File: src/rtl/sipo_loader_pkg.sv
// Shared types for the serial-in/parallel-out loader.
package sipo_loader_pkg;

    typedef enum logic {
        FILL = 1'b0,
        FULL = 1'b1
    } state_t;

endpackage

File: src/rtl/sipo_bitcounter.sv
// Bit counter for sipo_loader: async clear, sync clear, enable, terminal count at N-1.
module sipo_bitcounter #(
    parameter int N  = 4,
    parameter int CW = 3
) (
    input  logic          clk,
    input  logic          clr_n,
    input  logic          sclr,
    input  logic          en,
    output logic [CW-1:0] cnt,
    output logic          tc
);

    localparam logic [CW-1:0] LP_LAST = CW'(N - 1);

    logic [CW-1:0] r_cnt;
    logic          w_tc;

    assign w_tc = (r_cnt == LP_LAST);

    // Wrapping at terminal count keeps the range 0..N-1 for any N, not just powers of two.
    always_ff @(posedge clk or negedge clr_n) begin
        if (!clr_n) begin
            r_cnt <= '0;
        end else if (sclr) begin
            r_cnt <= '0;
        end else if (en) begin
            if (w_tc) r_cnt <= '0;
            else      r_cnt <= r_cnt + 1'b1;
        end
    end

    assign cnt = r_cnt;
    assign tc  = w_tc;

endmodule

File: src/rtl/sipo_loader.sv
// Serial-in/parallel-out deserializer presenting N-bit words on a valid/ready handshake.
module sipo_loader
    import sipo_loader_pkg::*;
#(
    parameter int N  = 4,
    parameter int CW = 3
) (
    input  logic          clk,
    input  logic          clr_n,
    input  logic          flush,
    input  logic          in_bit,
    input  logic          in_valid,
    output logic          in_ready,
    output logic [N-1:0]  out_data,
    output logic          out_valid,
    input  logic          out_ready,
    output logic [CW-1:0] bit_cnt
);

    state_t         r_state;
    state_t         w_state_nxt;
    logic [N-1:0]   r_shreg;
    logic [N-1:0]   w_shnext;
    logic           w_accept;
    logic           w_tc;

    assign w_accept = in_valid && (r_state == FILL);

    sipo_bitcounter #(
        .N  (N),
        .CW (CW)
    ) u_cnt (
        .clk   (clk),
        .clr_n (clr_n),
        .sclr  (flush),
        .en    (w_accept),
        .cnt   (bit_cnt),
        .tc    (w_tc)
    );

    // A one-bit word has nothing to shift down, so the slice only exists for N > 1.
    if (N == 1) begin : g_one
        assign w_shnext = in_bit;
    end else begin : g_wide
        assign w_shnext = {in_bit, r_shreg[N-1:1]};
    end

    always_comb begin
        w_state_nxt = r_state;
        if (flush) begin
            w_state_nxt = FILL;
        end else begin
            unique case (r_state)
                FILL: if (w_accept && w_tc) w_state_nxt = FULL;
                FULL: if (out_ready)        w_state_nxt = FILL;
                default:                    w_state_nxt = FILL;
            endcase
        end
    end

    always_ff @(posedge clk or negedge clr_n) begin
        if (!clr_n) begin
            r_state <= FILL;
        end else begin
            r_state <= w_state_nxt;
        end
    end

    always_ff @(posedge clk or negedge clr_n) begin
        if (!clr_n) begin
            r_shreg <= '0;
        end else if (flush) begin
            r_shreg <= '0;
        end else if (w_accept) begin
            r_shreg <= w_shnext;
        end
    end

    assign in_ready  = (r_state == FILL);
    assign out_valid = (r_state == FULL);
    assign out_data  = r_shreg;

endmodule

File: config.mk
export PLATFORM = sky130hd
export DESIGN_NAME = sipo_loader
export DESIGN_NICKNAME = d
export VERILOG_FILES = /design/src/rtl/sipo_loader_pkg.sv /design/src/rtl/sipo_bitcounter.sv /design/src/rtl/sipo_loader.sv
export SDC_FILE = /design/constraint.sdc
export NUM_CORES = 1
export LEC_CHECK = 0
export BUFFER_PORTS_ARGS = -buffer_cell sky130_fd_sc_hd__buf_2
export CAP_MARGIN = 5
export CORE_AREA = 4 4 41 43
export CTS_CLUSTER_DIAMETER = 80
export DETAILED_ROUTE_END_ITERATION = 16
export DIE_AREA = 0 0 45 47
export HOLD_SLACK_MARGIN = 0.15
export PLACE_DENSITY = 0.57
export SKIP_LAST_GASP = 1
export SLEW_MARGIN = 10
export SYNTH_ARGS = -nofsm -noshare
export SYNTH_HDL_FRONTEND = slang
export SYNTH_SLANG_ARGS = --single-unit
File: constraint.sdc
create_clock -name clk -period 2.63 [get_ports clk]
set_input_delay 0.6575 -clock clk [delete_from_list [all_inputs] [get_ports clk]]
set_output_delay 0.6575 -clock clk [all_outputs]
set_load 0.005 [all_outputs]
==> impl_summary.txt, run 1 <==
----------------------------------------------------
[Status]
  Outcome ... complete, no violations

[Power and ir drop]
  Final Total Pwr ... 248 uW
  Ratio of total power to cell area ... between 500 and 600 nW/um^2
  Maximum VDD drop ... 233 uV
  Lkg Pwr ... approximately 0.24 nW

[CTS]
  Bufs on Longest Clock Path ... 2
  Root buffer cell ... sky130_fd_sc_hd__clkbuf_4
  Number of gates given a new drive strength after cts ... 0
  Clock latency at the later pin of the worst-skew pair ... 250 ps
  Clock tree from TritonCTS ... yes
  Reg clk slew, reported paths ... 60 ps
  Setup Buffers After CTS ... 0
  Number of levels in the clock H-tree ... 1
  Number of buffers added to fix hold violations after cts ... 0
  Number of clock buffers inserted by TritonCTS ... 3
  Clock tree sinks ... 8

[Yosys]
  Largest cells by area after synthesis ... sky130_fd_sc_hd__dfrtp_1 (55%), sky130_fd_sc_hd__nand2_1 (10%), sky130_fd_sc_hd__a21oi_1 (8.3%)
  Largest family of logic cells by synthesized area ... simple AND/OR/NAND/NOR gates
  Syn Std Cell Area ... 362 sq um
  Post-synthesis share of cell area spent on xor and xnor gates ... 0%
  Compound-cell area share of the yosys netlist ... 13.1%
  Most used flip-flop cell after synthesis ... sky130_fd_sc_hd__dfrtp_1
  Fraction of the mapped netlist area in simple logic gates ... 24.6%
  Seq/Total Area, Yosys ... 55.4%
  Mapped Cells ... 37
  Distinct cells, synth ... 16
  Cell type with the largest total area after synthesis ... sky130_fd_sc_hd__dfrtp_1
  Area share of the largest cell type after synthesis ... 55.4%
  Number of enable-type register cells in the synthesized netlist ... 0
  Synthesis warning total ... 0
  Post-Synth Adder-Cell Area ... 3.46%
  Cell with the most instances after synthesis ... sky130_fd_sc_hd__nand2_1
  Syn_area_per_cell ... just under 10 sq um
  Async S/R FF share, synth ... 100%
  Number of synthesized register bits ... 8
  Post-synthesis mux area share ... 0%
  Most used standard cells in the synthesized netlist ... sky130_fd_sc_hd__nand2_1 (10), sky130_fd_sc_hd__dfrtp_1 (8), sky130_fd_sc_hd__a21oi_1 (6)
  Mapped Nets ... 44

[Timing]
  Skew final ... roughly 4.6 ps
  Fmax ... 677 MHz
  Crit share post-route ... between 50% and 60%
  Remaining max-slew budget at the tightest pin ... 84.6%
  Setup repair after global routing missed its margin ... false
  Slew of the pin with the lowest slew margin ... 231 ps
  Number of max-slew violations in the final report ... 0
  Final number of setup-violating endpoints ... 0
  Final-layout setup total negative slack ... 0 ps
  Final critical-path required period ... 1480 ps
  Hold Vio Cnt, Final ... 0

[Critical path]
  Critical Path Fanout Max ... 4
  Reg-to-reg startpoint ... u_cnt.cnt[0]
  Reg2Reg Setup Slack ... 1320 ps
  Required time of the critical path ... 1970 ps
  Startpoint type of the worst setup path ... flop
  Arrival time of data at the critical path endpoint ... 820 ps
  Critical path start-end classification ... flop to output port
  Timing startpoint of the critical path ... out_valid
  Worst Setup End Kind ... output port

[Global route]
  Total global-route track usage ... 8.14%
  Total congestion overflow ... 0
  Antenna violations before repair ... 0
  First-pass GRT wire length ... 1170 um
  Maximum number of pins on one net before global-route repair ... 9
  Vias in the first global route ... between 200 and 300

[Flow run]
  Count of max-cap constraint violations ... 0

[Route]
  Total wire length after detailed routing ... 727 um
  Number of detailed-route iterations in the first pass ... 3
  Drt wl/cell ... 10.9 um
  Via count ... 295
  Remaining antenna violation count after routing ... 0
  DRC violation count after routing ... 0
  Vias per Instance ... 4.40
  Number of DRC markers in iteration 0 ... 9

[Floorplan]
  Num ports ... 15
  Die ar. ... 2120 sq um
  Number of placement rows ... 13
  Area of the core region ... 1300 sq um
  Die Y-Extent ... 47 um
  Die width ... 45 um
  Effective utilization at floorplan ... between 20% and 30%

[Layout]
  Layout Nets ... 61
  # diodes ... 0
  Final cell area excluding filler cells ... roughly 460 sq um
  Ratio of cells with drive above 1 in the final layout ... 36.5%
  Area growth, synth to finish ... 28.4%

[Placed design]
  Placed wire-length estimate after detailed placement ... between 500 and 600 um
  Placed standard-cell area ... 442 sq um
  Global placement routability congestion ... roughly 0.76
  Number of buffer cells added on primary ports ... 14

[Min path]
  Hold Path Class ... input port to async pin

----------------------------------------------------
==> worst max-delay path: stages (launching register included) <==
cell and delay (ps):
sky130_fd_sc_hd__dfrtp_1 390, sky130_fd_sc_hd__inv_1 70, sky130_fd_sc_hd__buf_2 110
==> final cells by class <==
type / count / area [sq um]
tap: 15 / 18.8
multi-input combinational: 26 / 149
timing repair buffer: 14 / 70.1
inverter: 1 / 3.75
sequential: 8 / 200
clock buffer: 3 / 22.5
fill: 144 / 837
==> report_power, final <==
part	switching (mW)	internal (mW)
combinational	0.0145	0.0115
sequential	0.00317	0.127
clock	0.0393	0.0521
==> registers in the layout, indices dropped and copies added, names as in the netlist <==
signal	flops
out_data	4
u_cnt.cnt	3
out_valid	1
==> cell families after synthesis <==
kind of cell / after synthesis
buf+inv: 3
flops: 8
simple gates: 17
compound gates: 8
fa+ha+maj: 1
==> path summary, 6_finish.rpt <==
path                                      to  cells after the start
max in group asynchronous       u_cnt.cnt[2]                      1
worst min register to register   out_data[0]                      2
min in group clk                 out_data[0]                      2
worst max register to register  u_cnt.cnt[0]                      4
worst min-delay path               out_valid                      1
worst max-delay path                in_ready                      2
==> metrics by stage <==
step	util [%]	std cells	hold WS, ps	setup WS (ps)
floorplan	-	37	362	1370
global placement	33.9	64	513	1280
detailed placement	33.9	64	511	1270
CTS	35.7	67	241	1140
global route	35.7	67	240	1100
finish	35.7	67	239	1150
==> placed cells by master, fill, tap and decap left out, drive strengths merged <==
cell type / n
and2b: 1
inv: 1
nand2b: 2
dfrtp: 8
nor2b: 1
clkbuf: 3
nand2: 10
nor2: 1
nand3b: 1
a2bb2oi: 1
buf: 14
a21oi: 7
or3: 1
ha: 1
==> layer usage <==
layer / vias to the layer above / part of all wire, % / global-route usage (%)
met3: 2 / 11 / 3.83
met4: 0 / 0.83 / 7.02
li1: 154 / - / -
met5: - / 0 / 0
met1: 128 / 46 / 9.13
met2: 11 / 41 / 11.6
Note: power is estimated with default switching activity, not from simulation.
==> inputs of run 2 (changes only) <==
--- a/config.mk
+++ b/config.mk
@@ -5,14 +5,15 @@
 export SDC_FILE = /design/constraint.sdc
 export NUM_CORES = 1
 export LEC_CHECK = 0
+export ABC_AREA = 1
 export BUFFER_PORTS_ARGS = -buffer_cell sky130_fd_sc_hd__buf_2
 export CAP_MARGIN = 5
-export CORE_AREA = 4 4 41 43
+export CORE_MARGIN = 4
+export CORE_UTILIZATION = 29
 export CTS_CLUSTER_DIAMETER = 80
 export DETAILED_ROUTE_END_ITERATION = 16
-export DIE_AREA = 0 0 45 47
 export HOLD_SLACK_MARGIN = 0.15
-export PLACE_DENSITY = 0.57
+export PLACE_DENSITY = 0.59
 export SKIP_LAST_GASP = 1
 export SLEW_MARGIN = 10
 export SYNTH_ARGS = -nofsm -noshare
==> constraint.sdc (replaced) <==
create_clock -name clk -period 1.45 [get_ports clk]
set_input_delay 0.3625 -clock clk [delete_from_list [all_inputs] [get_ports clk]]
set_output_delay 0.3625 -clock clk [all_outputs]
set_load 0.005 [all_outputs]
==> run 2 against run 1 <==
  * Global-route usage grew 1.5 points
  * Area after synthesis up 6.9%
  * Power up 92%
  * Setup slack worse by 930 ps
  * Critical path depth stayed put
  * Cell area up 9.2%
  * First-iteration DRC count down 67%
  * Flip-flop and latch count unchanged
  * Critical endpoint unchanged
==> impl_summary.txt, run 2 <==
----------------------------------------------------
[Power and ir drop]
  Final Total Pwr ... 476 uW
  Maximum VDD drop ... 516 uV
  Ratio of total power to cell area ... approximately 940 nW/um^2
  Lkg Pwr ... roughly 0.30 nW

[Yosys]
  Mapped Nets ... 55
  Number of enable-type register cells in the synthesized netlist ... 0
  Area share of the largest cell type after synthesis ... 51.8%
  Cell type with the largest total area after synthesis ... sky130_fd_sc_hd__dfrtp_1
  Cell with the most instances after synthesis ... sky130_fd_sc_hd__nand2_1
  Mapped Cells ... 48
  Syn_area_per_cell ... 8.05 sq um
  Seq/Total Area, Yosys ... 51.8%
  Largest cells by area after synthesis ... sky130_fd_sc_hd__dfrtp_1 (52%), sky130_fd_sc_hd__nand2_1 (11%), sky130_fd_sc_hd__nand3_1 (7.8%)
  Number of synthesized register bits ... 8
  Most used standard cells in the synthesized netlist ... sky130_fd_sc_hd__nand2_1 (11), sky130_fd_sc_hd__dfrtp_1 (8), sky130_fd_sc_hd__inv_1 (6), sky130_fd_sc_hd__nand3_1 (6), sky130_fd_sc_hd__nor2_1 (4)
  Distinct cells, synth ... 12
  Syn Std Cell Area ... between 300 and 400 sq um
  Async S/R FF share, synth ... between 90% and 100%
  Most used flip-flop cell after synthesis ... sky130_fd_sc_hd__dfrtp_1
  Synthesis warning total ... 0

[Timing]
  Slew of the pin with the lowest slew margin ... 222 ps
  Number of max-slew violations in the final report ... 0
  Smallest hold slack ... 318 ps
  Final number of setup-violating endpoints ... 0
  Hold Vio Cnt, Final ... 0
  Skew final ... 0.318 ps
  Setup repair after global routing missed its margin ... false
  Fmax ... 816 MHz
  Remaining max-slew budget at the tightest pin ... 85.2%
  Final-layout setup total negative slack ... 0 ps
  Crit share post-route ... 84.5%
  Final critical-path required period ... approximately 1200 ps

[Global route]
  Total congestion overflow ... 0
  Antenna violations before repair ... 0
  Maximum number of pins on one net before global-route repair ... 9
  Total global-route track usage ... a little under 10%
  Vias in the first global route ... 328
  First-pass GRT wire length ... 1390 um

[Placed design]
  Number of buffer cells added on primary ports ... 14
  Placed standard-cell area ... 474 sq um
  Placed wire-length estimate after detailed placement ... 632 um
  Global placement routability congestion ... 0.682

[Floorplan]
  Die Y-Extent ... 44.5 um
  Num ports ... 15
  Die width ... 44.5 um
  Effective utilization at floorplan ... 32.6%
  Area of the core region ... 1190 sq um
  Die ar. ... 1980 sq um
  Number of placement rows ... 12

[Critical path]
  Critical Path Fanout Max ... 4
  Critical path start-end classification ... flop to output port
  R2r worst-path depth ... 6
  Worst Setup End Kind ... output port
  Required time of the critical path ... 1090 ps
  Cell class contributing the biggest share of worst-path delay ... flip-flops
  Longest individual stage delay on the worst path ... 420 ps
  Arrival time of data at the critical path endpoint ... 860 ps
  Startpoint type of the worst setup path ... flop
  Reg2Reg Setup Slack ... 400 ps
  Crit-path cells ... inv_2 > buf_2
  CP Buf/Inv Count ... 2
  Slowest cell on the critical path ... sky130_fd_sc_hd__dfrtp_1
  Cell count along the critical path ... 2

[Route]
  Via count ... 350
  Total wire length after detailed routing ... between 800 and 900 um
  Number of detailed-route iterations in the first pass ... 4
  Number of DRC markers in iteration 0 ... 3
  Vias per Instance ... 4.38
  Remaining antenna violation count after routing ... 0
  DRC violation count after routing ... 0
  Drt wl/cell ... 10.1 um

[CTS]
  Clock tree from TritonCTS ... yes
  Bufs on Longest Clock Path ... 2
  Root buffer cell ... sky130_fd_sc_hd__clkbuf_4
  Reg clk slew, reported paths ... about 50 ps
  Clock latency at the later pin of the worst-skew pair ... 250 ps
  Clock tree sinks ... 8
  Number of levels in the clock H-tree ... 1
  Number of clock buffers inserted by TritonCTS ... 3
  Number of gates given a new drive strength after cts ... 0

[Layout]
  Area of the multi-input gates ... 153 sq um
  Storage cell area ... about 200 sq um
  Final cell area excluding filler cells ... 507 sq um
  Most frequent standard cell in the layout excluding fill and tap cells ... sky130_fd_sc_hd__buf_2
  Ratio of cells with drive above 1 in the final layout ... around 38%
  Filler instances ... 129
  Layout Nets ... between 70 and 80
  # diodes ... 0
  Number of flip-flops in the largest register ... 4
  Area growth, synth to finish ... 31.1%
  Commonest non-fill, non-tap cells in the layout ... sky130_fd_sc_hd__buf_2 (14), sky130_fd_sc_hd__nand2_1 (11), sky130_fd_sc_hd__dfrtp_1 (8), sky130_fd_sc_hd__inv_1 (6), sky130_fd_sc_hd__nand3_1 (6)
  Post-layout utilization of the core ... 42.7%

[Min path]
  Hold Path Class ... input port to flop
  Cell depth of the worst min-delay path ... 2

[Flow run]
  Count of max-cap constraint violations ... 0

[Status]
  Outcome ... complete, no violations

----------------------------------------------------
-- run 2: worst paths after layout --
kind,startpoint,end
worst max-delay path,out_valid,in_ready
worst max register to register,u_cnt.cnt[0],u_cnt.cnt[0]
worst min register to register,out_data[0],out_data[0]
max in group asynchronous,clr_n,u_cnt.cnt[1]
min in group asynchronous,clr_n,out_valid
worst min-delay path,flush,out_valid
-- run 2: where the power goes --
group	leakage [nW]	switching, mW	internal, mW	total, mW
clock network	0.0138	0.0746	0.0947	0.169
registers	0.108	0.00806	0.234	0.242
logic	0.179	0.0369	0.0274	0.0642
-- run 2: repair_timing --
action | in CTS | in global routing
buffers inserted | 0 | 0
hold endpoints to repair | 8 | 0
hold buffers | 1 | 0
-- run 2: final cells by class --
class                           instances  share of cell area (%)
Sequential cell                         8                    39.5
Multi-Input combinational cell         31                    30.1
Timing Repair Buffer                   15                    15.8
Inverter                                9                    6.67
Clock buffer                            3                    4.44
Tap cell                               14                    3.46
-- run 2: worst register-to-register path: cells and delay by family, from the launching register on --
family,cells,cell delay [ps]
buffers and inverters,1,50
AND/OR/NAND/NOR,4,300
flip-flops,1,390
adder cells (fa/ha/maj),1,190
-- run 2: routing by layer --
layer,global-route usage (%),wire (um),up-vias
met3,3.66,66,2
li1,-,-,184
met2,14.6,370,13
met4,3.61,8,0
met1,12.2,364,151
met5,0,0,-
-- run 2: cell families (layout without fill, tap and decap cells) --
group                    after synthesis  count (layout)  synth area share, %
AO/OA/AOI/OAI                          5               5                 7.44
adder cells (fa/ha/maj)                1               1                 3.24
AND/OR/NAND/NOR                       25              25                 28.8
flip-flops                             8               8                 51.8
buffers and inverters                  9              27                 8.74
-- run 2: stage by stage --
stage | std cells | worst slack [ps]
after floorplan | 48 | 476
after global placement | 76 | 417
after detailed placement | 76 | 412
after CTS | 80 | 213
after global routing | 80 | 184
final | 80 | 225
==> inputs of run 3 (changes only) <==
--- a/config.mk
+++ b/config.mk
@@ -13,7 +13,7 @@
 export CTS_CLUSTER_DIAMETER = 80
 export DETAILED_ROUTE_END_ITERATION = 16
 export HOLD_SLACK_MARGIN = 0.15
-export PLACE_DENSITY = 0.59
+export PLACE_DENSITY = 0.61
 export SKIP_LAST_GASP = 1
 export SLEW_MARGIN = 10
 export SYNTH_ARGS = -nofsm -noshare
==> constraint.sdc (replaced) <==
create_clock -name clk -period 1.1 [get_ports clk]
set_input_delay 0.275 -clock clk [delete_from_list [all_inputs] [get_ports clk]]
set_output_delay 0.275 -clock clk [all_outputs]
set_load 0.005 [all_outputs]
==> run 3 against run 2 <==
  * The flow now finishes with violations (setup timing)
  * Non-clock buffer count up 7
  * Count of clock-buffer cells in the layout stayed put
  * Sequential share of layout area decreased by 7.1 points
  * Global-route usage is 2.6 points higher
  * Critical endpoint is now bit_cnt[0]
  * Largest cell class unchanged
  * Largest power group unchanged
==> impl_summary.txt, run 3 (synthesis gave the netlist of run 2 again) <==
----------------------------------------------------
[Route]
  DRC violation count after routing ... 0
  Total wire length after detailed routing ... 1130 um
  Number of DRC markers in iteration 0 ... 11
  Remaining antenna violation count after routing ... 0
  Drt wl/cell ... 12.9 um
  Number of detailed-route iterations in the first pass ... 6
  Via count ... 407
  Vias per Instance ... roughly 4.7

[Timing]
  Setup repair after global routing missed its margin ... true
  Number of max-slew violations in the final report ... 0
  Final-layout setup total negative slack ... -75.0 ps
  Remaining max-slew budget at the tightest pin ... 87.4%
  Crit share post-route ... 105%
  Skew final ... 3.99 ps
  Final critical-path required period ... 1160 ps
  Slew of the pin with the lowest slew margin ... ~190 ps
  Worst Slack Setup Final ... -58.3 ps
  Fmax ... 863 MHz
  Hold Vio Cnt, Final ... 0
  Final number of setup-violating endpoints ... 3

[Layout]
  Commonest non-fill, non-tap cells in the layout ... sky130_fd_sc_hd__buf_2 (12), sky130_fd_sc_hd__nand2_1 (11), sky130_fd_sc_hd__dfrtp_1 (8)
  Ratio of cells with drive above 1 in the final layout ... between 50% and 60%
  Most frequent standard cell in the layout excluding fill and tap cells ... sky130_fd_sc_hd__buf_2
  Layout Nets ... 82
  Number of flip-flops in the largest register ... 4
  Post-layout utilization of the core ... 52.1%
  Area of the multi-input gates ... about 190 sq um
  Area growth, synth to finish ... 59.9%
  # diodes ... 0
  Storage cell area ... about 200 sq um
  Final cell area excluding filler cells ... 618 sq um
  Filler instances ... 110

[CTS]
  Bufs on Longest Clock Path ... 2
  Clock latency at the later pin of the worst-skew pair ... 260 ps
  Clock tree from TritonCTS ... yes
  Reg clk slew, reported paths ... around 60 ps
  Number of levels in the clock H-tree ... 1
  Number of clock buffers inserted by TritonCTS ... 3
  Clock tree sinks ... 8
  Root buffer cell ... sky130_fd_sc_hd__clkbuf_4

[Critical path]
  Slowest cell on the critical path ... sky130_fd_sc_hd__dfrtp_1
  CP Buf/Inv Count ... 2
  Longest individual stage delay on the worst path ... around 400 ps
  Most frequent cell on the critical path ... sky130_fd_sc_hd__buf_6
  Critical Path Fanout Max ... 2
  Cell class contributing the biggest share of worst-path delay ... flip-flops
  Crit-path cells ... buf_6 > buf_6
  Worst Setup End Kind ... output port
  Arrival time of data at the critical path endpoint ... 880 ps
  Critical path start-end classification ... flop to output port
  Startpoint type of the worst setup path ... flop
  Required time of the critical path ... around 800 ps

[Global route]
  Vias in the first global route ... 411
  Total congestion overflow ... 0
  First-pass GRT wire length ... between 1500 and 2000 um
  Maximum number of pins on one net before global-route repair ... 9
  Antenna violations before repair ... 0
  Total global-route track usage ... 12.3%

[Floorplan]
  Num ports ... 15
  Effective utilization at floorplan ... between 30% and 40%
  Area of the core region ... 1190 sq um
  Die ar. ... 1980 sq um
  Die Y-Extent ... around 45 um
  Number of placement rows ... 12
  Die width ... 44.5 um

[Flow run]
  Count of max-cap constraint violations ... 0

[Placed design]
  Global placement routability congestion ... roughly 0.68
  Number of buffer cells added on primary ports ... 14
  Placed standard-cell area ... 482 sq um
  Placed wire-length estimate after detailed placement ... 706 um
  Worst Setup Slack post-DPL ... 102 ps

[Status]
  Failing checks ... setup timing
  Outcome ... complete, but fails checks

[Power and ir drop]
  Lkg Pwr ... 0.348 nW
  Ratio of total power to cell area ... 1100 nW/um^2
  Maximum VDD drop ... 483 uV

[Min path]
  Hold Path Class ... input port to flop

----------------------------------------------------
[run 3: metrics by stage]
step | cells | total power [mW] | hold WS (ps)
after CTS | 85 | 0.669 | 222
final | 87 | 0.683 | 223
after global placement | 77 | 0.413 | 127
after global routing | 87 | 0.721 | 232
after floorplan | 48 | 0.366 | -20.6
after detailed placement | 77 | 0.414 | 130
[run 3: worst register-to-register path: stages (launching register included)]
cell	delay [ps]
sky130_fd_sc_hd__dfrtp_1	400
sky130_fd_sc_hd__buf_4	160
sky130_fd_sc_hd__ha_4	160
sky130_fd_sc_hd__inv_2	80
sky130_fd_sc_hd__o21ai_1	90
sky130_fd_sc_hd__o21ai_2	140
[run 3: final cells by class]
class	instances	share of cell area, %
Clock buffer	3	3.64
Timing Repair Buffer	22	24.7
Inverter	9	5.47
Multi-Input combinational cell	31	31.0
Tap cell	14	2.83
Sequential cell	8	32.4
[run 3: worst paths after layout]
| kind | depth (start not counted) | startpoint | endpoint | slack (ps) |
|---|---|---|---|---|
| worst max-delay path | 2 | u_cnt.cnt[0] | bit_cnt[0] | -60 |
| worst min-delay path | 2 | flush | out_valid | 220 |
| worst max register to register | 5 | u_cnt.cnt[0] | u_cnt.cnt[1] | 10 |
| worst min register to register | 2 | out_data[1] | out_data[1] | 510 |
| max in group asynchronous | 2 | clr_n | u_cnt.cnt[1] | 530 |
| min in group asynchronous | 2 | clr_n | out_valid | 390 |
[run 3: report_power, final]
part / total (mW) / leakage [nW] / internal (mW) / switching (mW)
logic: 0.128 / 0.227 / 0.0632 / 0.0652
registers: 0.321 / 0.108 / 0.309 / 0.0126
clock network: 0.233 / 0.0138 / 0.125 / 0.108
[run 3: repair_timing]
item / in CTS / in global routing
pin swaps: 0 / 1
hold endpoints to repair: 8 / 0
endpoints found under the setup margin: 3 / 10
buffers inserted: 4 / 2
hold buffers: 1 / 0
resized for setup: 2 / 12
[run 3: metal layers]
layer  track usage, %  up-vias  routed length (um)  part of all wire (%)
li1                 -      200                   -                     -
met1             13.3      175                 436                    39
met2             19.8       24                 550                    49
met3             2.44        8                  80                   7.1
met4             10.8        0                  59                   5.2
met5                0        -                   0                     0
